==> config.mk <==
export PLATFORM = sky130hd
export DESIGN_NAME = downsampler2x
export DESIGN_NICKNAME = d
export VERILOG_FILES = /design/src/rtl/downsampler2x_pkg.sv /design/src/rtl/pair_line_buffer.sv /design/src/rtl/downsampler2x.sv
export SDC_FILE = /design/constraint.sdc
export NUM_CORES = 2
export LEC_CHECK = 0
export ABC_CLOCK_PERIOD_IN_PS = 20200
export CELL_PAD_IN_SITES_DETAIL_PLACEMENT = 0
export CELL_PAD_IN_SITES_GLOBAL_PLACEMENT = 1
export CORE_ASPECT_RATIO = 0.8
export CORE_MARGIN = 5
export CORE_UTILIZATION = 55
export CTS_CLUSTER_SIZE = 20
export DETAILED_ROUTE_END_ITERATION = 8
export HOLD_SLACK_MARGIN = 0.05
export PLACE_DENSITY_LB_ADDON = 0.1
export SYNTH_ARGS = -nofsm -noshare
export SYNTH_HDL_FRONTEND = slang
export SYNTH_SLANG_ARGS = --single-unit
==> constraint.sdc <==
create_clock -name clock -period 20.2 [get_ports clock]
set_input_delay 6.06 -clock clock [delete_from_list [all_inputs] [get_ports clock]]
set_output_delay 6.06 -clock clock [all_outputs]
set_load 0.005 [all_outputs]
==> src/rtl/downsampler2x_pkg.sv <==
`default_nettype none
// ---------------------------------------------------------------------------
// downsampler2x_pkg : shared pyramid constants and the 2x2 rounding average
// Revision: 1.0
// ---------------------------------------------------------------------------
package downsampler2x_pkg;

    localparam int DEFAULT_NUMCOL = 800;
    localparam int DEFAULT_NUMROW = 600;
    localparam int PIX_W          = 8;
    localparam int CNT_W          = 10;
    localparam int HSUM_W         = PIX_W + 1;
    localparam int VSUM_W         = PIX_W + 2;

    // Four 8-bit samples sum to at most 1020, so +2 cannot overflow VSUM_W bits.
    function automatic logic [PIX_W-1:0] round_avg(input logic [VSUM_W-1:0] sum);
        return PIX_W'((sum + VSUM_W'(2)) >> 2);
    endfunction

endpackage
`default_nettype wire

==> src/rtl/pair_line_buffer.sv <==
`default_nettype none
// ---------------------------------------------------------------------------
// pair_line_buffer : simple dual-port RAM of horizontal pair sums, registered read
// Revision: 1.0
// ---------------------------------------------------------------------------
module pair_line_buffer #(
    parameter int DEPTH  = 400,
    parameter int ADDR_W = 9,
    parameter int DATA_W = 9
) (
    input  logic              clock,
    input  logic              we_i,
    input  logic [ADDR_W-1:0] waddr_i,
    input  logic [DATA_W-1:0] wdata_i,
    input  logic              re_i,
    input  logic [ADDR_W-1:0] raddr_i,
    output logic [DATA_W-1:0] rdata_o
);

    logic [DATA_W-1:0] mem_q [DEPTH];
    logic [DATA_W-1:0] rdata_q;

    // No reset: odd rows only ever read entries written by the preceding even row.
    always_ff @(posedge clock) begin
        if (we_i) begin
            mem_q[waddr_i] <= wdata_i;
        end
        if (re_i) begin
            rdata_q <= mem_q[raddr_i];
        end
    end

    assign rdata_o = rdata_q;

endmodule
`default_nettype wire

==> src/rtl/downsampler2x.sv <==
`default_nettype none
// ---------------------------------------------------------------------------
// downsampler2x : raster stream to half-resolution stream via rounded 2x2 box average
// Revision: 1.0
// ---------------------------------------------------------------------------
module downsampler2x
    import downsampler2x_pkg::*;
#(
    parameter int NUMCOL = DEFAULT_NUMCOL,
    parameter int NUMROW = DEFAULT_NUMROW
) (
    input  logic             clock,
    input  logic             reset_n,
    input  logic             valid,
    input  logic [7:0]       data,
    output logic [7:0]       dataout,
    output logic             validout,
    output logic [9:0]       out_colcount,
    output logic [9:0]       out_rowcount,
    output logic             frame_done
);

    localparam int              DEPTH    = NUMCOL / 2;
    localparam int              ADDR_W   = (DEPTH > 1) ? $clog2(DEPTH) : 1;
    localparam logic [CNT_W-1:0] COL_LAST = CNT_W'(NUMCOL - 1);
    localparam logic [CNT_W-1:0] ROW_LAST = CNT_W'(NUMROW - 1);

    if ((NUMCOL % 2) != 0 || NUMCOL < 2 || NUMCOL > 1024) begin : g_bad_numcol
        $error("downsampler2x: NUMCOL must be even and in 2..1024");
    end
    if ((NUMROW % 2) != 0 || NUMROW < 2 || NUMROW > 1024) begin : g_bad_numrow
        $error("downsampler2x: NUMROW must be even and in 2..1024");
    end

    logic [CNT_W-1:0]  colcount_q, colcount_d;
    logic [CNT_W-1:0]  rowcount_q, rowcount_d;
    logic [PIX_W-1:0]  hold_px_q;
    logic [PIX_W-1:0]  dataout_q;
    logic              validout_q;
    logic [CNT_W-1:0]  out_colcount_q;
    logic [CNT_W-1:0]  out_rowcount_q;
    logic              frame_done_q;

    logic              w_rd_en;
    logic              w_wr_en;
    logic              w_out_en;
    logic [ADDR_W-1:0] w_addr;
    logic [HSUM_W-1:0] w_hsum;
    logic [HSUM_W-1:0] w_linebuf_q;
    logic [VSUM_W-1:0] w_vsum;

    assign w_rd_en  = valid & ~colcount_q[0] &  rowcount_q[0];
    assign w_wr_en  = valid &  colcount_q[0] & ~rowcount_q[0];
    assign w_out_en = valid &  colcount_q[0] &  rowcount_q[0];
    assign w_addr   = colcount_q[ADDR_W:1];
    assign w_hsum   = {1'b0, hold_px_q} + {1'b0, data};
    assign w_vsum   = {1'b0, w_linebuf_q} + {1'b0, w_hsum};

    always_comb begin
        colcount_d = colcount_q;
        rowcount_d = rowcount_q;
        if (valid) begin
            if (colcount_q == COL_LAST) begin
                colcount_d = '0;
                rowcount_d = (rowcount_q == ROW_LAST) ? '0 : rowcount_q + 1'b1;
            end else begin
                colcount_d = colcount_q + 1'b1;
            end
        end
    end

    pair_line_buffer #(
        .DEPTH  (DEPTH),
        .ADDR_W (ADDR_W),
        .DATA_W (HSUM_W)
    ) u_linebuf (
        .clock   (clock),
        .we_i    (w_wr_en),
        .waddr_i (w_addr),
        .wdata_i (w_hsum),
        .re_i    (w_rd_en),
        .raddr_i (w_addr),
        .rdata_o (w_linebuf_q)
    );

    // Output position is the source block position, so it tracks the input counters.
    always_ff @(posedge clock or negedge reset_n) begin
        if (!reset_n) begin
            colcount_q     <= '0;
            rowcount_q     <= '0;
            hold_px_q      <= '0;
            dataout_q      <= '0;
            validout_q     <= 1'b0;
            out_colcount_q <= '0;
            out_rowcount_q <= '0;
            frame_done_q   <= 1'b0;
        end else begin
            colcount_q   <= colcount_d;
            rowcount_q   <= rowcount_d;
            validout_q   <= w_out_en;
            frame_done_q <= w_out_en && (colcount_q == COL_LAST) && (rowcount_q == ROW_LAST);
            if (valid && !colcount_q[0]) begin
                hold_px_q <= data;
            end
            if (w_out_en) begin
                dataout_q      <= round_avg(w_vsum);
                out_colcount_q <= {1'b0, colcount_q[CNT_W-1:1]};
                out_rowcount_q <= {1'b0, rowcount_q[CNT_W-1:1]};
            end
        end
    end

    assign dataout      = dataout_q;
    assign validout     = validout_q;
    assign out_colcount = out_colcount_q;
    assign out_rowcount = out_rowcount_q;
    assign frame_done   = frame_done_q;

endmodule
`default_nettype wire

==> flow_metrics.py <==
metrics = {
    "final_layout": {
        "fillers": 17900,
        "nNetsFinal": 7126,
        "drive_gt1_frac": 0.220,
        "fin_util": 0.613,
        "area_growth_syn_to_layout_pct": 11.2,
    },
    "sta": {
        "tns_ps": 0,
        "setup_viol": 0,
        "skew_ps": 38.6,
        "slew_viol_final": 0,
        "fmax_mhz": 92.2,
        "worstMarginPinSlew_ps": 1270,
        "slew-limit-headroom": 0.126,
        "period_needed_ps": 10840,
        "post-route-worst-setup-slack_ps": 9360,
        "min_period_over_period": 0.537,
        "rsz0062_at_grt": "no",
        "timing.final.hold_violations": 0,
    },
    "route": {
        "drt-pass1-iter-count": 7,
        "wl_per_cell_um": 41.3,
        "drt-initial-drc-count": 12000,
        "vias_per_cell": 6.98,
        "drtAntennaViolNets": 0,
        "vias": 75700,
        "drt_wl_total_um": 448000,
        "drc": 0,
    },
    "floorplanning": {
        "rows": 167,
        "core_area_sq_um": 258000,
        "die_y_um": 465,
        "io_pins": 41,
        "die_w_um": 579,
        "start_util": 0.552,
        "die-area_sq_um": 270000,
    },
    "clock_network": {
        "cts_sinks": 3665,
        "clkLatencyLatePin_ps": 910,
        "hold_buffers": 0,
        "cts_max_level": 5,
        "cts_inserted_buffers": 354,
        "clkTransAtPathRegs_ps": 60,
        "cts_resized": 0,
        "post-cts-setup-buffers": 0,
        "cts.root.buffer_cell": "clkbuf_16",
        "cts_tree": "done",
        "cts_buffer_depth": 4,
    },
    "placed_design": {
        "place.gp.congestion": 0.985,
        "hpwlAfterDp_um": 287000,
        "port_buffers": 38,
        "pre_cts_slack_ps": 8510,
    },
    "worst_setup_path": {
        "crit_fanout": 64,
        "slowest_stage": "buf_4",
        "startpoint": "data[1]",
        "path_common_cell": "buf_4",
        "required_ps": 20760,
        "max_stage_delay_ps": 800,
        "reg2reg_from": "colcount_q[1]$_DFFE_PN0P_",
        "startpoint_type": "input pin",
        "worstReg2RegEnd": "u_linebuf.rdata_o[0]$_DFFE_PP_",
        "reg2reg_slack_ps": 11970,
        "r2r_cells": 11,
        "arrival_ps": 11400,
        "path_cells": "clkdlybuf4s50_1 -> ha_1 -> a21o_1 -> a21oi_1 -> o21bai_1 -> a21oi_1 -> o21ai_0 -> xor2_4 -> buf_4 -> buf_4 -> buf_4",
        "cp-end-kind": "flip-flop",
        "crit_type": "in2reg",
        "crit_path_end": "u_linebuf.mem_q[12][7]$_DFFE_PP_",
    },
    "power_and_ir_drop": {
        "p_leak_nw": 49.6,
        "ir_worst_vdd_mv": 0.107,
        "intPower_mw": 15.3,
        "seqPwrFrac": 0.412,
        "swShare": 0.342,
        "power.density_nw_per_um2": 146,
        "p_comb_frac": 0.307,
        "pwr-share-clk": 0.281,
        "p_switching_mw": 7.94,
    },
    "yosys": {
        "synth_edf_count": 3609,
        "syn_area_per_cell_sq_um": 20.7,
        "netlist-cell-type-count": 73,
        "synth_seq_area_share": 0.770,
        "synth_area_sq_um": 143000,
        "yosys_register_bits": 3665,
        "synth_cells": 6891,
        "synthArstFlopShare": 0.0153,
        "synth_ff_type": "edfxtp_1",
        "ys_warn_count": 0,
    },
    "grt": {
        "antenna_found_initial": 38,
        "grt_pass1_wl_um": 611000,
        "grt_usage": 0.331,
        "overflow": 0,
        "grt_pass1_vias": 72000,
        "grt_max_degree": 174,
    },
    "run_status": {
        "status": "finished clean",
    },
    "hold_path": {
        "hp-class": "reg2reg",
    },
    "run": {
        "cap_violations": 0,
    },
}
[sequential cells by signal (all words and copies together) (netlist names)]
signal / count
rowcount_q: 10
hold_px_q: 8
out_rowcount: 9
validout: 1
u_linebuf.mem_q: 3600
out_colcount: 9
u_linebuf.rdata_o: 9
dataout: 8
colcount_q: 10
frame_done: 1
[critical path, delay by kind of cell]
family                   cells  cell delay, ps
buffers and inverters        4            2770
AO/OA/AOI/OAI                5            1410
adder cells (fa/ha/maj)      1             330
XOR/XNOR                     1             660
[stage by stage]
| step | hold slack [ps] | instance area (sq um) | instances | power (mW) |
|---|---|---|---|---|
| 2_1_floorplan | 473 | 143000 | 6892 | 14.1 |
| 5_1_grt | 520 | 159000 | 10800 | 23.7 |
| 4_1_cts | 492 | 159000 | 10800 | 23.1 |
| 3_5_place_dp | 479 | 147000 | 10200 | 16.7 |
| 6_report | 484 | 159000 | 10800 | 23.2 |
| 3_3_place_gp | 465 | 147000 | 10200 | 16.7 |
[layer usage]
metal / vias to the layer above / global-route usage / part of all wire / wire length, um
li1: 29100 / - / - / -
met5: - / 0.00495 / 0.0010 / 446
met3: 857 / 0.124 / 0.15 / 65400
met4: 32 / 0.124 / 0.045 / 20200
met2: 5572 / 0.452 / 0.42 / 189000
met1: 40100 / 0.491 / 0.39 / 173000
[cells in the final DEF, fill, tap and decap left out, drive strengths merged, types with 56 or more instances in the layout]
master / Yosys / final
mux4: 784 / 784
a22oi: 153 / 153
edfxtp: 3609 / 3609
o21ai: 65 / 65
nand3: 86 / 86
clkbuf: 216 / 436
buf: 214 / 233
mux2i: 284 / 284
dfrtp: 56 / 56
clkinv: 1 / 143
nand2: 184 / 184
nor2: 471 / 471
a21oi: 113 / 113
o22ai: 62 / 62
[cells in the mapped netlist (37+ instances only)]
| master | instances | share of area |
|---|---|---|
| a21oi_1 | 113 | 0.0040 |
| a221oi_1 | 54 | 0.0033 |
| a22o_1 | 53 | 0.0033 |
| a22oi_1 | 153 | 0.0081 |
| buf_2 | 91 | 0.0032 |
| buf_4 | 61 | 0.0032 |
| buf_6 | 37 | 0.0029 |
| clkbuf_1 | 216 | 0.0057 |
| dfrtp_1 | 56 | 0.0098 |
| edfxtp_1 | 3609 | 0.76 |
| mux2_2 | 45 | 0.0036 |
| mux2i_1 | 284 | 0.020 |
| mux4_2 | 784 | 0.12 |
| nand2_1 | 180 | 0.0047 |
| nand3_1 | 86 | 0.0030 |
| nor2_1 | 471 | 0.012 |
| o21ai_0 | 65 | 0.0023 |
| o22ai_1 | 62 | 0.0027 |
[power by group through the flow]
stage	Sequential [mW]	Combinational (mW)	Clock [mW]
5_1_grt	9.56	7.29	6.90
3_3_place_gp	9.72	6.96	0
3_5_place_dp	9.72	7.01	0
2_1_floorplan	10.2	3.92	0
4_1_cts	9.55	7.02	6.56
6_report	9.56	7.13	6.52
[kinds of logic after synthesis]
| group | count (synthesis) | share of synthesized area |
|---|---|---|
| AND/OR/NAND/NOR | 954 | 0.0303 |
| AO/OA/AOI/OAI | 665 | 0.0328 |
| XOR/XNOR | 21 | 0.00129 |
| flip-flops | 3665 | 0.770 |
| adder cells (fa/ha/maj) | 27 | 0.00247 |
| other | 1 | 0.0000263 |
| multiplexers | 1113 | 0.147 |
| buffers and inverters | 445 | 0.0162 |
[area by class of cell]
class	count	area [sq um]	area share
antenna	14	35.0	0.000221
clock buffer	436	9310	0.0587
clock inverter	199	1860	0.0117
inverter	15	63.8	0.000402
multi-input combinational	2782	30900	0.195
sequential	3665	110000	0.692
tap	3464	4330	0.0273
timing repair buffer	270	2230	0.0141
[worst min path at each step]
| stage | startpoint | to | slack, ps | cells past startpoint |
|---|---|---|---|---|
| finish | out_colcount[1]$_DFFE_PN0P_ | out_colcount[1]$_DFFE_PN0P_ | 480 | 2 |
| global route | out_colcount[8]$_DFFE_PN0P_ | out_colcount[8]$_DFFE_PN0P_ | 520 | 1 |
| CTS | out_colcount[2]$_DFFE_PN0P_ | out_colcount[2]$_DFFE_PN0P_ | 490 | 2 |
| detailed placement | out_colcount[2]$_DFFE_PN0P_ | out_colcount[2]$_DFFE_PN0P_ | 480 | 2 |
| global placement | out_colcount[1]$_DFFE_PN0P_ | out_colcount[1]$_DFFE_PN0P_ | 470 | 2 |
| floorplan | dataout[3]$_DFFE_PN0P_ | dataout[3]$_DFFE_PN0P_ | 470 | 2 |
No activity file was read; power rests on OpenSTA's default activity.
